$ cat src/rtl/pll_phase_stepper.sv
// PLL dynamic phase-shift sequencer: accepts signed step commands, issues
// phase_en/updn/cntsel handshakes to the PLL, tracks per-channel positions.
module pll_phase_stepper #(
    parameter int NUM_CH    = 4,
    parameter int STEP_W    = 10,
    parameter int POS_W     = 12,
    parameter int EN_CYCLES = 2,
    parameter int TIMEOUT   = 1023
) (
    input  logic                    clk_clk,
    input  logic                    reset_reset_n,
    input  logic                    cmd_valid,
    output logic                    cmd_ready,
    input  logic [4:0]              cmd_ch,
    input  logic [STEP_W-1:0]       cmd_steps,
    input  logic                    pos_clear,
    output logic                    pll_0_phase_en_phase_en,
    output logic                    pll_0_updn_updn,
    output logic [4:0]              pll_0_cntsel_cntsel,
    input  logic                    pll_0_phase_done_phase_done,
    output logic                    busy,
    output logic                    done,
    output logic [1:0]              err,
    output logic [NUM_CH*POS_W-1:0] pos_flat
);

    localparam logic [2:0] S_IDLE    = 3'd0;
    localparam logic [2:0] S_PULSE   = 3'd1;
    localparam logic [2:0] S_WAIT_LO = 3'd2;
    localparam logic [2:0] S_WAIT_HI = 3'd3;
    localparam logic [2:0] S_GAP     = 3'd4;

    localparam int EN_W = (EN_CYCLES > 1) ? $clog2(EN_CYCLES) : 1;
    localparam int TO_W = (TIMEOUT > 1) ? $clog2(TIMEOUT) : 1;
    localparam logic [EN_W-1:0] EN_LAST  = EN_W'(EN_CYCLES - 1);
    localparam logic [TO_W-1:0] TO_LAST  = TO_W'(TIMEOUT - 1);
    localparam logic [4:0]      NUM_CH_L = 5'(NUM_CH);

    logic [2:0]        state_q, state_d;
    logic [EN_W-1:0]   en_cnt_q, en_cnt_d;
    logic [TO_W-1:0]   to_cnt_q, to_cnt_d;
    logic [STEP_W-1:0] rem_q, rem_d;
    logic [4:0]        cntsel_q, cntsel_d;
    logic              updn_q, updn_d;
    logic              done_q, done_d;
    logic [1:0]        err_q, err_d;
    logic              step_d;
    logic              sync1_q, sync2_q;
    logic [STEP_W-1:0] mag;
    logic [POS_W-1:0]  pos_q [NUM_CH];

    // Two-flop synchronizer for the asynchronous PLL phase_done signal.
    always_ff @(posedge clk_clk or negedge reset_reset_n) begin
        if (!reset_reset_n) begin
            sync1_q <= 1'b1;
            sync2_q <= 1'b1;
        end else begin
            sync1_q <= pll_0_phase_done_phase_done;
            sync2_q <= sync1_q;
        end
    end

    // Magnitude of the signed step count; the most negative value maps to 2^(STEP_W-1).
    always_comb begin
        mag = cmd_steps;
        if (cmd_steps[STEP_W-1]) begin
            mag = ~cmd_steps + STEP_W'(1);
        end
    end

    // Command sequencing FSM next-state logic.
    always_comb begin
        state_d  = state_q;
        en_cnt_d = en_cnt_q;
        to_cnt_d = to_cnt_q;
        rem_d    = rem_q;
        cntsel_d = cntsel_q;
        updn_d   = updn_q;
        done_d   = 1'b0;
        err_d    = 2'b00;
        step_d   = 1'b0;
        case (state_q)
            S_IDLE: begin
                if (cmd_valid) begin
                    if (cmd_ch >= NUM_CH_L) begin
                        err_d = 2'b10;
                    end else if (cmd_steps == '0) begin
                        done_d = 1'b1;
                    end else begin
                        cntsel_d = cmd_ch;
                        updn_d   = ~cmd_steps[STEP_W-1];
                        rem_d    = mag;
                        en_cnt_d = '0;
                        state_d  = S_PULSE;
                    end
                end
            end
            S_PULSE: begin
                if (en_cnt_q == EN_LAST) begin
                    to_cnt_d = '0;
                    state_d  = S_WAIT_LO;
                end else begin
                    en_cnt_d = en_cnt_q + EN_W'(1);
                end
            end
            S_WAIT_LO: begin
                if (!sync2_q) begin
                    to_cnt_d = '0;
                    state_d  = S_WAIT_HI;
                end else if (to_cnt_q == TO_LAST) begin
                    err_d    = 2'b01;
                    rem_d    = '0;
                    to_cnt_d = '0;
                    state_d  = S_IDLE;
                end else begin
                    to_cnt_d = to_cnt_q + TO_W'(1);
                end
            end
            S_WAIT_HI: begin
                if (sync2_q) begin
                    step_d  = 1'b1;
                    rem_d   = rem_q - STEP_W'(1);
                    state_d = S_GAP;
                end else if (to_cnt_q == TO_LAST) begin
                    err_d    = 2'b01;
                    rem_d    = '0;
                    to_cnt_d = '0;
                    state_d  = S_IDLE;
                end else begin
                    to_cnt_d = to_cnt_q + TO_W'(1);
                end
            end
            S_GAP: begin
                if (rem_q != '0) begin
                    en_cnt_d = '0;
                    state_d  = S_PULSE;
                end else begin
                    done_d  = 1'b1;
                    state_d = S_IDLE;
                end
            end
            default: state_d = S_IDLE;
        endcase
    end

    // FSM and control registers.
    always_ff @(posedge clk_clk or negedge reset_reset_n) begin
        if (!reset_reset_n) begin
            state_q  <= S_IDLE;
            en_cnt_q <= '0;
            to_cnt_q <= '0;
            rem_q    <= '0;
            cntsel_q <= '0;
            updn_q   <= 1'b0;
            done_q   <= 1'b0;
            err_q    <= 2'b00;
        end else begin
            state_q  <= state_d;
            en_cnt_q <= en_cnt_d;
            to_cnt_q <= to_cnt_d;
            rem_q    <= rem_d;
            cntsel_q <= cntsel_d;
            updn_q   <= updn_d;
            done_q   <= done_d;
            err_q    <= err_d;
        end
    end

    // Per-channel position accumulators; pos_clear overrides a same-cycle step.
    always_ff @(posedge clk_clk or negedge reset_reset_n) begin
        if (!reset_reset_n) begin
            for (int unsigned i = 0; i < NUM_CH; i++) begin
                pos_q[i] <= '0;
            end
        end else if (pos_clear) begin
            for (int unsigned i = 0; i < NUM_CH; i++) begin
                pos_q[i] <= '0;
            end
        end else if (step_d) begin
            for (int unsigned i = 0; i < NUM_CH; i++) begin
                if (cntsel_q == 5'(i)) begin
                    pos_q[i] <= updn_q ? (pos_q[i] + POS_W'(1)) : (pos_q[i] - POS_W'(1));
                end
            end
        end
    end

    // Flatten positions onto the output bus.
    always_comb begin
        pos_flat = '0;
        for (int unsigned i = 0; i < NUM_CH; i++) begin
            pos_flat[i*POS_W +: POS_W] = pos_q[i];
        end
    end

    assign cmd_ready               = (state_q == S_IDLE);
    assign busy                    = (state_q != S_IDLE);
    assign pll_0_phase_en_phase_en = (state_q == S_PULSE);
    assign pll_0_updn_updn         = updn_q;
    assign pll_0_cntsel_cntsel     = cntsel_q;
    assign done                    = done_q;
    assign err                     = err_q;

endmodule
$ cat config.mk
export PLATFORM = sky130hd
export DESIGN_NAME = pll_phase_stepper
export DESIGN_NICKNAME = d
export VERILOG_FILES = /design/src/rtl/pll_phase_stepper.sv
export SDC_FILE = /design/constraint.sdc
export NUM_CORES = 1
export LEC_CHECK = 0
export ABC_AREA = 1
export BUFFER_PORTS_ARGS = -buffer_cell sky130_fd_sc_hd__buf_4
export CAP_MARGIN = 20
export CORE_AREA = 10 10 143 145
export DETAILED_ROUTE_END_ITERATION = 8
export DIE_AREA = 0 0 153 155
export PLACE_DENSITY = 0.62
export SYNTH_ARGS = -nofsm -noshare
export SYNTH_HDL_FRONTEND = slang
export SYNTH_SLANG_ARGS = --single-unit
$ cat constraint.sdc
create_clock -name clk_clk -period 2.7 [get_ports clk_clk]
set_input_delay 0.27 -clock clk_clk [delete_from_list [all_inputs] [get_ports clk_clk]]
set_output_delay 0.27 -clock clk_clk [all_outputs]
set_load 0.02 [all_outputs]
==> impl_metrics.py, run 1 <==
metrics = {
    "place": {
        "pre_cts_slack_ns": 0.479,
        "placedCellCount": 1254,
        "dp_hpwl_um": 13300,
        "place.gp.congestion": 0.875,
        "port_buffers": 79,
        "dpl_cell_area_um2": 7370,
    },
    "route": {
        "via_per_inst": 4.84,
        "vias": 6152,
        "ant_nets": 0,
        "drc": 0,
        "firstDrtPassIters": 5,
        "wire_per_inst_um": 13.3,
        "first_iter_violations": 465,
        "routed_wirelength_um": 16800,
    },
    "worst_setup_path": {
        "crit_start": "state_q[2]",
        "crit_arrival_ns": 2.48,
        "path_class": "flip-flop to flip-flop",
        "crit_path_end": "pos_flat[32]",
        "r2r-end": "pos_flat[32]",
        "r2r_cells": 8,
        "cp_max_fo": 14,
        "crit_required_ns": 2.96,
        "reg2reg_slack_ns": 0.48,
        "cp-start-kind": "flip-flop",
        "end_kind": "flip-flop",
        "rr_startpoint": "state_q[2]",
    },
    "clock_tree": {
        "clk_path_buf_depth": 2,
        "ctsResizeCount": 0,
        "clock_sinks": 83,
        "cts_buffers": 9,
        "htreeDepth": 3,
        "cts-root-buf": "clkbuf_16",
        "clk_pin_slew_ns": 0.07,
        "cts_tree": "built",
        "cts_setup_buffers": 0,
        "clk_latency_ns": 0.35,
        "hold_buffers": 1,
    },
    "floorplan": {
        "num_rows": 49,
        "dieArea_um2": 23700,
        "ios": 80,
        "initial_utilization_pct": 36.0,
        "coreArea_um2": 17700,
        "dieHeight_um": 155,
        "die_w_um": 153,
    },
    "synth": {
        "synth_cells": 949,
        "synth_flop_cell": "dfrtp_1",
        "yosysWarnings": 0,
        "yosys_register_bits": 83,
        "synth_nets": 1018,
        "synth_area_leaders": "dfrtp_1, nand2_1, ha_1, nand3_1, nor2_1",
        "synth_top_cell_area_share_pct": 31.9,
        "syn_area_per_cell_um2": 6.70,
        "synthArstFlopShare_pct": 100,
        "syn_area_um2": 6350,
        "synth_edf_count": 0,
        "synth.largest_area_cell": "dfrtp_1",
        "ys_seq_area_share_pct": 32.7,
        "ys_types": 36,
    },
    "timing": {
        "slew_headroom_pct": 41.1,
        "slew_viol_final": 0,
        "fin_crit_ns": 2.22,
        "rsz0062_at_grt": "false",
        "max_freq_ghz": 0.450,
        "setup_viol": 0,
        "post-route-period-util_pct": 82.2,
        "worst_pin_slew_ns": 0.881,
        "fin_worst_skew_ns": 0.00870,
        "fin_ws_ns": 0.480,
        "fin_tns_setup_ns": 0,
        "finalHoldViolCount": 0,
        "holdWs_ns": 0.0244,
    },
    "cells_and_area": {
        "nets": 1106,
        "syn2layout_area_growth_pct": 20.7,
        "final_cells": 1270,
        "n_antenna_cell": 0,
        "postLayoutCoreUtil_pct": 43.4,
        "final_cell_mix": "nand2_1, nor2_1, inv_1",
        "final_common_cell": "nand2_1",
        "final_area_um2": 7670,
        "drive_above_1_share_pct": 12.9,
    },
    "global_routing": {
        "grt_pass1_wl_um": 29000,
        "gr-usage-all-layers_pct": 14.4,
        "grt_max_degree": 48,
        "antenna_found_initial": 0,
        "overflow": 0,
        "grt_pass1_vias": 5862,
    },
    "worst_hold_path": {
        "holdCritPathClass": "input port to flip-flop",
        "hp-start": "pll_0_phase_done_phase_done",
    },
    "power": {
        "ir_drop_mv": 0.522,
        "leakage_nw": 3.94,
        "p_total_mw": 5.73,
        "p_per_area_nw_per_um2": 747,
    },
    "outcome": {
        "status": "complete, no violations",
    },
    "job": {
        "cap_viol_max_count": 0,
    },
}
## where the power goes
group          internal (mW)  total [mW]  switching, mW
Combinational           1.04        2.93           1.89
Clock                  0.713        1.23          0.522
Sequential              1.39        1.56          0.174
## worst min path at each step
stage                        to  cells past startpoint
floorplan                  done                      0
global placement    to_cnt_q[2]                      1
detailed placement  to_cnt_q[2]                      1
CTS                     sync1_q                      1
global route            sync1_q                      1
finish                  sync1_q                      1
## worst max-delay path, cell delays in order, from the launching register on
cell and delay, ns:
dfrtp_1 0.43, inv_2 0.11, nand2_2 0.26, nor2_4 0.06, nand2_2 0.29, nor3_2 0.09
nor2_1 0.66, nand2_1 0.11, o21ai_1 0.13
## routing by layer
metal / vias to the layer above / wire length (um) / track usage, %
met2: 110 / 7850 / 23.7
met4: 0 / 210 / 4.41
met5: - / 0 / 0
li1: 3251 / - / -
met1: 2775 / 8030 / 18.7
met3: 16 / 758 / 2.84
## synthesized netlist by cell type, drive strengths merged (2+ instances only)
| master | n |
|---|---|
| dfrtp | 81 |
| xnor2 | 8 |
| nand2 | 307 |
| o21bai | 6 |
| o31ai | 2 |
| nor4 | 2 |
| dfstp | 2 |
| nand3b | 4 |
| or2 | 2 |
| xor2 | 9 |
| clkbuf | 2 |
| ha | 45 |
| nand3 | 88 |
| o21ai | 72 |
| buf | 9 |
| nor2 | 118 |
| fa | 4 |
| nand4 | 20 |
| a21oi | 36 |
| inv | 114 |
| nor3 | 15 |
## flip-flops by register name, indices dropped and copies added (netlist names)
name and flops:
en_cnt_q 1, state_q 3, pos_flat 48, err 2, pll_0_cntsel_cntsel 5, sync1_q 1
done 1, to_cnt_q 10, pll_0_updn_updn 1, sync2_q 1, rem_q 10
## cell families after synthesis
group | Yosys count | synth area share, %
xor gates and xnor gates | 17 | 2.34
buffers and inverters | 125 | 7.96
and+or+nand+nor | 557 | 37.2
AOI/OAI and AO/OA | 118 | 9.67
adders and majority gates | 49 | 10.1
DFF | 83 | 32.7
## area by class of cell
| class | instances | area (um^2) |
|---|---|---|
| Clock buffer | 11 | 233 |
| Clock inverter | 4 | 52.6 |
| Fill cell | 1830 | 9990 |
| Inverter | 114 | 432 |
| Multi-Input combinational cell | 741 | 3900 |
| Sequential cell | 83 | 2080 |
| Tap cell | 229 | 287 |
| Timing Repair Buffer | 88 | 688 |
No activity file was read; power rests on OpenSTA's default activity.
==> inputs of run 2 (changes only) <==
Clock period 2.7 ns to 2 ns, I/O delays scaled along.
==> impl_metrics.py, run 2 (synthesis gave the netlist of run 1 again) <==
metrics = {
    "place": {
        "port_buffers": 79,
        "dp_hpwl_um": 13600,
        "place.gp.congestion": 0.918,
        "pre_cts_slack_ns": 0.0481,
    },
    "timing": {
        "post-route-period-util_pct": 94.7,
        "slew_headroom_pct": 63.0,
        "slew_viol_final": 0,
        "fin_crit_ns": 1.89,
        "finalHoldViolCount": 0,
        "max_freq_ghz": 0.528,
        "fin_ws_ns": 0.107,
        "rsz0062_at_grt": "true",
        "setup_viol": 0,
        "fin_worst_skew_ns": 0.0103,
        "worst_pin_slew_ns": 0.555,
    },
    "global_routing": {
        "grt_use_met1_pct": 18.5,
        "overflow": 0,
        "gr-usage-all-layers_pct": 14.6,
        "grt_pass1_vias": 6150,
        "antenna_found_initial": 0,
        "grt.met2_usage_pct": 24.5,
        "met3_usage_pct": 3.67,
        "grt_pass1_wl_um": 29400,
        "grt_max_degree": 33,
        "busiest_layer": "met2",
    },
    "worst_setup_path": {
        "reg2reg_slack_ns": 0.11,
        "cpPeakStageDelay_ns": 0.38,
        "critical-path-slowest-cell": "dfrtp_2",
        "r2r-end": "pos_flat[44]",
        "crit_start": "pll_0_updn_updn",
        "crit_required_ns": 2.25,
        "critPathMostFrequentCell": "nand2_1",
        "crit_arrival_ns": 2.14,
        "r2r_cells": 10,
        "cp.depth": 10,
        "crit_path_end": "pos_flat[44]",
        "path_delay_family": "simple AND/OR/NAND/NOR gates",
        "cp_max_fo": 21,
        "path_cells": "clkinvlp_4, buf_12, ha_1, nand2_1, nor2_1, nor2_1, nand2_1, or2_2, nand3_1, nand2_1",
        "end_kind": "flip-flop",
        "rr_startpoint": "pll_0_updn_updn",
        "path_class": "flip-flop to flip-flop",
        "cp_num_buf_inv": 2,
        "cp-start-kind": "flip-flop",
    },
    "clock_tree": {
        "clk_latency_ns": 0.35,
        "cts_tree": "built",
        "clock_sinks": 83,
        "cts_buffers": 9,
        "clk_path_buf_depth": 2,
        "htreeDepth": 3,
        "clk_pin_slew_ns": 0.07,
        "cts_setup_buffers": 0,
        "cts-root-buf": "clkbuf_16",
    },
    "route": {
        "routed_wirelength_um": 17400,
        "via_per_inst": 4.92,
        "first_iter_violations": 365,
        "ant_nets": 0,
        "firstDrtPassIters": 5,
        "drc": 0,
        "wire_per_inst_um": 13.6,
        "vias": 6301,
    },
    "power": {
        "ir_drop_mv": 0.738,
        "p_switching_mw": 3.64,
        "p_clk_share_pct": 22.4,
        "p_per_area_nw_per_um2": 1030,
        "p_seq_share_pct": 25.6,
        "sw_frac_of_total_pct": 44.3,
        "intPower_mw": 4.57,
        "comb_power_share_pct": 52.1,
        "leakage_nw": 4.03,
    },
    "cells_and_area": {
        "drive_above_1_share_pct": 17.5,
        "n_antenna_cell": 0,
        "final_common_cell": "nand2_1",
        "nets": 1116,
        "nFillCells": 1840,
        "final_cell_mix": "nand2_1, nor2_1, inv_1",
        "syn2layout_area_growth_pct": 25.2,
        "postLayoutCoreUtil_pct": 45.0,
        "largest_reg_flops": 48,
    },
    "floorplan": {
        "ios": 80,
        "dieHeight_um": 155,
        "num_rows": 49,
        "die_w_um": 153,
        "coreArea_um2": 17700,
        "dieArea_um2": 23700,
        "initial_utilization_pct": 36.0,
    },
    "worst_hold_path": {
        "holdCritPathClass": "input port to flip-flop",
        "hp-start": "cmd_ch[1]",
        "hold_depth": 3,
    },
    "outcome": {
        "status": "complete, no violations",
    },
    "job": {
        "cap_viol_max_count": 0,
    },
}
run 2: metrics by stage:
| stage | area [um^2] | TNS (ns) | std cells | hold slack, ns | total power [mW] |
|---|---|---|---|---|---|
| floorplan | 6570 | -22.49 | 949 | -0.0956 | 5.22 |
| global placement | 7520 | 0 | 1263 | 0.187 | 6.27 |
| detailed placement | 7520 | 0 | 1263 | 0.195 | 6.29 |
| CTS | 7860 | 0 | 1281 | 0.0835 | 8.19 |
| global route | 7950 | -0.0397 | 1281 | 0.0954 | 8.96 |
| finish | 7950 | 0 | 1281 | 0.0996 | 8.21 |
run 2: area by class of cell:
class | count | area (um^2) | area share [%]
timing repair buffer | 98 | 778 | 9.79
tap | 229 | 287 | 3.60
clock buffer | 12 | 246 | 3.10
sequential | 83 | 2080 | 26.2
inverter | 114 | 432 | 5.43
clock inverter | 4 | 73.8 | 0.928
multi-input combinational | 741 | 4060 | 51.0
run 2: worst min path at each step:
| stage | end | slack (ns) |
|---|---|---|
| after CTS | pll_0_cntsel_cntsel[1] | 0.08 |
| after detailed placement | pos_flat[20] | 0.19 |
| after global routing | pll_0_cntsel_cntsel[1] | 0.1 |
| after global placement | pos_flat[20] | 0.19 |
| final | pll_0_cntsel_cntsel[1] | 0.1 |
| after floorplan | done | -0.1 |
run 2: per-layer routing:
layer | up-vias | part of all wire [%]
li1 | 3285 | -
met1 | 2880 | 47
met2 | 124 | 47
met3 | 12 | 5.0
met4 | 0 | 0.95
met5 | - | 0
run 2: worst min-delay path: stages:
cell,delay (ns)
buf_4,0.10
nand2_1,0.05
o21ai_0,0.06
run 2: power by group through the flow:
stage	clock network (mW)	registers (mW)	logic, mW
6_report	1.84	2.10	4.28
5_1_grt	1.97	2.12	4.87
4_1_cts	1.90	2.09	4.20
3_5_place_dp	0	2.12	4.17
3_3_place_gp	0	2.12	4.15
2_1_floorplan	0	2.16	3.07
run 2: repair_timing:
| item | in CTS | in global routing |
|---|---|---|
| hold endpoints to repair | 28 | 0 |
| gates resized for setup | 0 | 23 |
| hold buffers | 2 | 0 |
| endpoints found under the setup margin | 0 | 48 |
==> inputs of run 3 (changes only) <==
Settings changed: CORE_AREA 10 10 143 145 to 2 2 135 137, DIE_AREA 0 0 153 155 to 0 0 137 139, GPL_TIMING_DRIVEN set to 0.
==> impl_metrics.py, run 3 (synthesis gave the netlist of run 1 again) <==
metrics = {
    "cells_and_area": {
        "postLayoutCoreUtil_pct": 49.2,
        "nFillCells": 1723,
        "final_cells": 1295,
        "final_common_cell": "nand2_1",
        "final_area_um2": 8690,
        "nets": 1130,
        "largest_reg_flops": 48,
        "n_antenna_cell": 0,
        "drive_above_1_share_pct": 23.8,
        "multi_input_area_um2": 4600,
        "syn2layout_area_growth_pct": 36.7,
        "ff_latch_area_um2": 2080,
        "final_cell_mix": "nand2_1, inv_1, nor2_1",
    },
    "power": {
        "intPower_mw": 5.22,
        "ir_drop_mv": 0.564,
        "comb_power_share_pct": 58.0,
        "p_seq_share_pct": 22.2,
        "p_clk_share_pct": 19.7,
        "leakage_nw": 4.21,
        "p_per_area_nw_per_um2": 1090,
        "sw_frac_of_total_pct": 44.7,
        "p_switching_mw": 4.21,
    },
    "timing": {
        "rsz0062_at_grt": "true",
        "max_freq_ghz": 0.481,
        "fin_worst_skew_ns": 0.0103,
        "fin_tns_setup_ns": -0.213,
        "slew_headroom_pct": 61.8,
        "finalHoldViolCount": 0,
        "slew_viol_final": 0,
        "fin_ws_ns": -0.0777,
        "fin_crit_ns": 2.08,
        "post-route-period-util_pct": 104,
        "worst_pin_slew_ns": 0.572,
        "setup_viol": 8,
    },
    "worst_setup_path": {
        "end_kind": "flip-flop",
        "crit_start": "pll_0_updn_updn",
        "path_cells": "buf_8, clkinvlp_4, buf_12, buf_4, ha_4, nand2_2, nor2_1, nand2_1, nand3_2, nand2_1, nand3_1, nand2_1",
        "crit_required_ns": 2.24,
        "cp-start-kind": "flip-flop",
        "crit_arrival_ns": 2.31,
        "cpPeakStageDelay_ns": 0.40,
        "critPathMostFrequentCell": "nand2_1",
        "critical-path-slowest-cell": "dfrtp_2",
        "cp_max_fo": 16,
        "rr_startpoint": "pll_0_updn_updn",
        "path_class": "flip-flop to flip-flop",
    },
    "place": {
        "dp_hpwl_um": 12500,
        "pre_cts_slack_ns": -0.574,
        "place.gp.congestion": 0.862,
        "dpl_cell_area_um2": 7490,
        "placedCellCount": 1259,
        "port_buffers": 79,
    },
    "global_routing": {
        "gr-usage-all-layers_pct": 18.7,
        "grt_pass1_wl_um": 28700,
        "grt_max_degree": 47,
        "overflow": 0,
        "grt_pass1_vias": 5903,
        "antenna_found_initial": 0,
    },
    "floorplan": {
        "dieHeight_um": 139,
        "ios": 80,
        "num_rows": 49,
        "dieArea_um2": 19000,
        "die_w_um": 137,
        "coreArea_um2": 17700,
        "initial_utilization_pct": 36.0,
    },
    "worst_hold_path": {
        "holdCritPathClass": "input port to flip-flop",
        "hp-start": "cmd_ch[1]",
    },
    "clock_tree": {
        "cts-root-buf": "clkbuf_16",
        "clk_latency_ns": 0.36,
        "clock_sinks": 83,
        "cts_tree": "built",
        "clk_path_buf_depth": 2,
        "htreeDepth": 3,
        "cts_buffers": 9,
        "clk_pin_slew_ns": 0.07,
    },
    "outcome": {
        "violations": "negative setup slack",
        "status": "finished, violations left",
    },
    "route": {
        "ant_nets": 0,
        "first_iter_violations": 332,
        "via_per_inst": 4.95,
        "drc": 0,
        "vias": 6407,
        "firstDrtPassIters": 4,
        "routed_wirelength_um": 18100,
        "wire_per_inst_um": 14.0,
    },
    "job": {
        "cap_viol_max_count": 0,
    },
}
## run 3: cell types whose count changed in the layout (fill, tap and decap cells not counted), sizes merged
cell / previous run / this run
buf: 96 / 108
clkbuf: 12 / 14
## run 3: area by class of cell
type	instances	area share (%)
buffer	11	1.02
clock buffer	12	2.84
clock inverter	4	0.850
inverter	114	4.97
multi-input combinational	741	52.9
sequential	83	24.0
tap	229	3.30
timing repair buffer	101	10.2
## run 3: path summary, 6_finish.rpt
check	slack, ns	endpoint	cells after the start
min in group asynchronous	0.38	pos_flat[10]	2
max in group asynchronous	0.94	sync1_q	3
setup reg to reg	-0.08	pos_flat[35]	12
hold / removal	0.08	pll_0_cntsel_cntsel[1]	3
setup / recovery	-0.08	pos_flat[35]	12
hold reg to reg	0.36	sync2_q	0
## run 3: power groups by stage
stage / sequential, mW / combinational (mW) / clock (mW)
after floorplan: 2.16 / 3.07 / 0
after global placement: 2.15 / 4.02 / 0
after detailed placement: 2.15 / 4.09 / 0
after CTS: 2.09 / 4.65 / 1.91
after global routing: 2.13 / 6.04 / 1.99
final: 2.10 / 5.47 / 1.86
## run 3: critical path: cells and delay by family (launching register included)
| family | cells | cell delay, ns |
|---|---|---|
| buffers and inverters | 4 | 0.61 |
| flip-flops | 1 | 0.40 |
| adder cells (fa/ha/maj) | 1 | 0.28 |
| AND/OR/NAND/NOR | 7 | 0.66 |
## run 3: layer usage
| metal | vias to the layer above | wire, um | global-route usage, % | part of all wire [%] |
|---|---|---|---|---|
| met3 | 13 | 659 | 3.55 | 3.6 |
| li1 | 3310 | - | - | - |
| met4 | 0 | 111 | 3.64 | 0.61 |
| met1 | 2975 | 8530 | 25.2 | 47 |
| met5 | - | 0 | 0 | 0 |
| met2 | 109 | 8760 | 31.1 | 49 |
## run 3: timing repair
item / 4_1_cts / 5_1_grt
pin swaps: 10 / 22
endpoints found under the setup margin: 39 / 37
buffers inserted: 6 / 9
hold endpoints to repair: 38 / 0
gates cloned: 2 / 1
gates resized for setup: 32 / 92
hold buffers: 2 / 0
## run 3: metrics by stage
stage / hold slack, ns / power [mW]
after global routing: 0.0942 / 10.2
after floorplan: -0.0956 / 5.22
final: 0.0848 / 9.43
after global placement: 0.309 / 6.17
after detailed placement: 0.230 / 6.24
after CTS: 0.0753 / 8.65
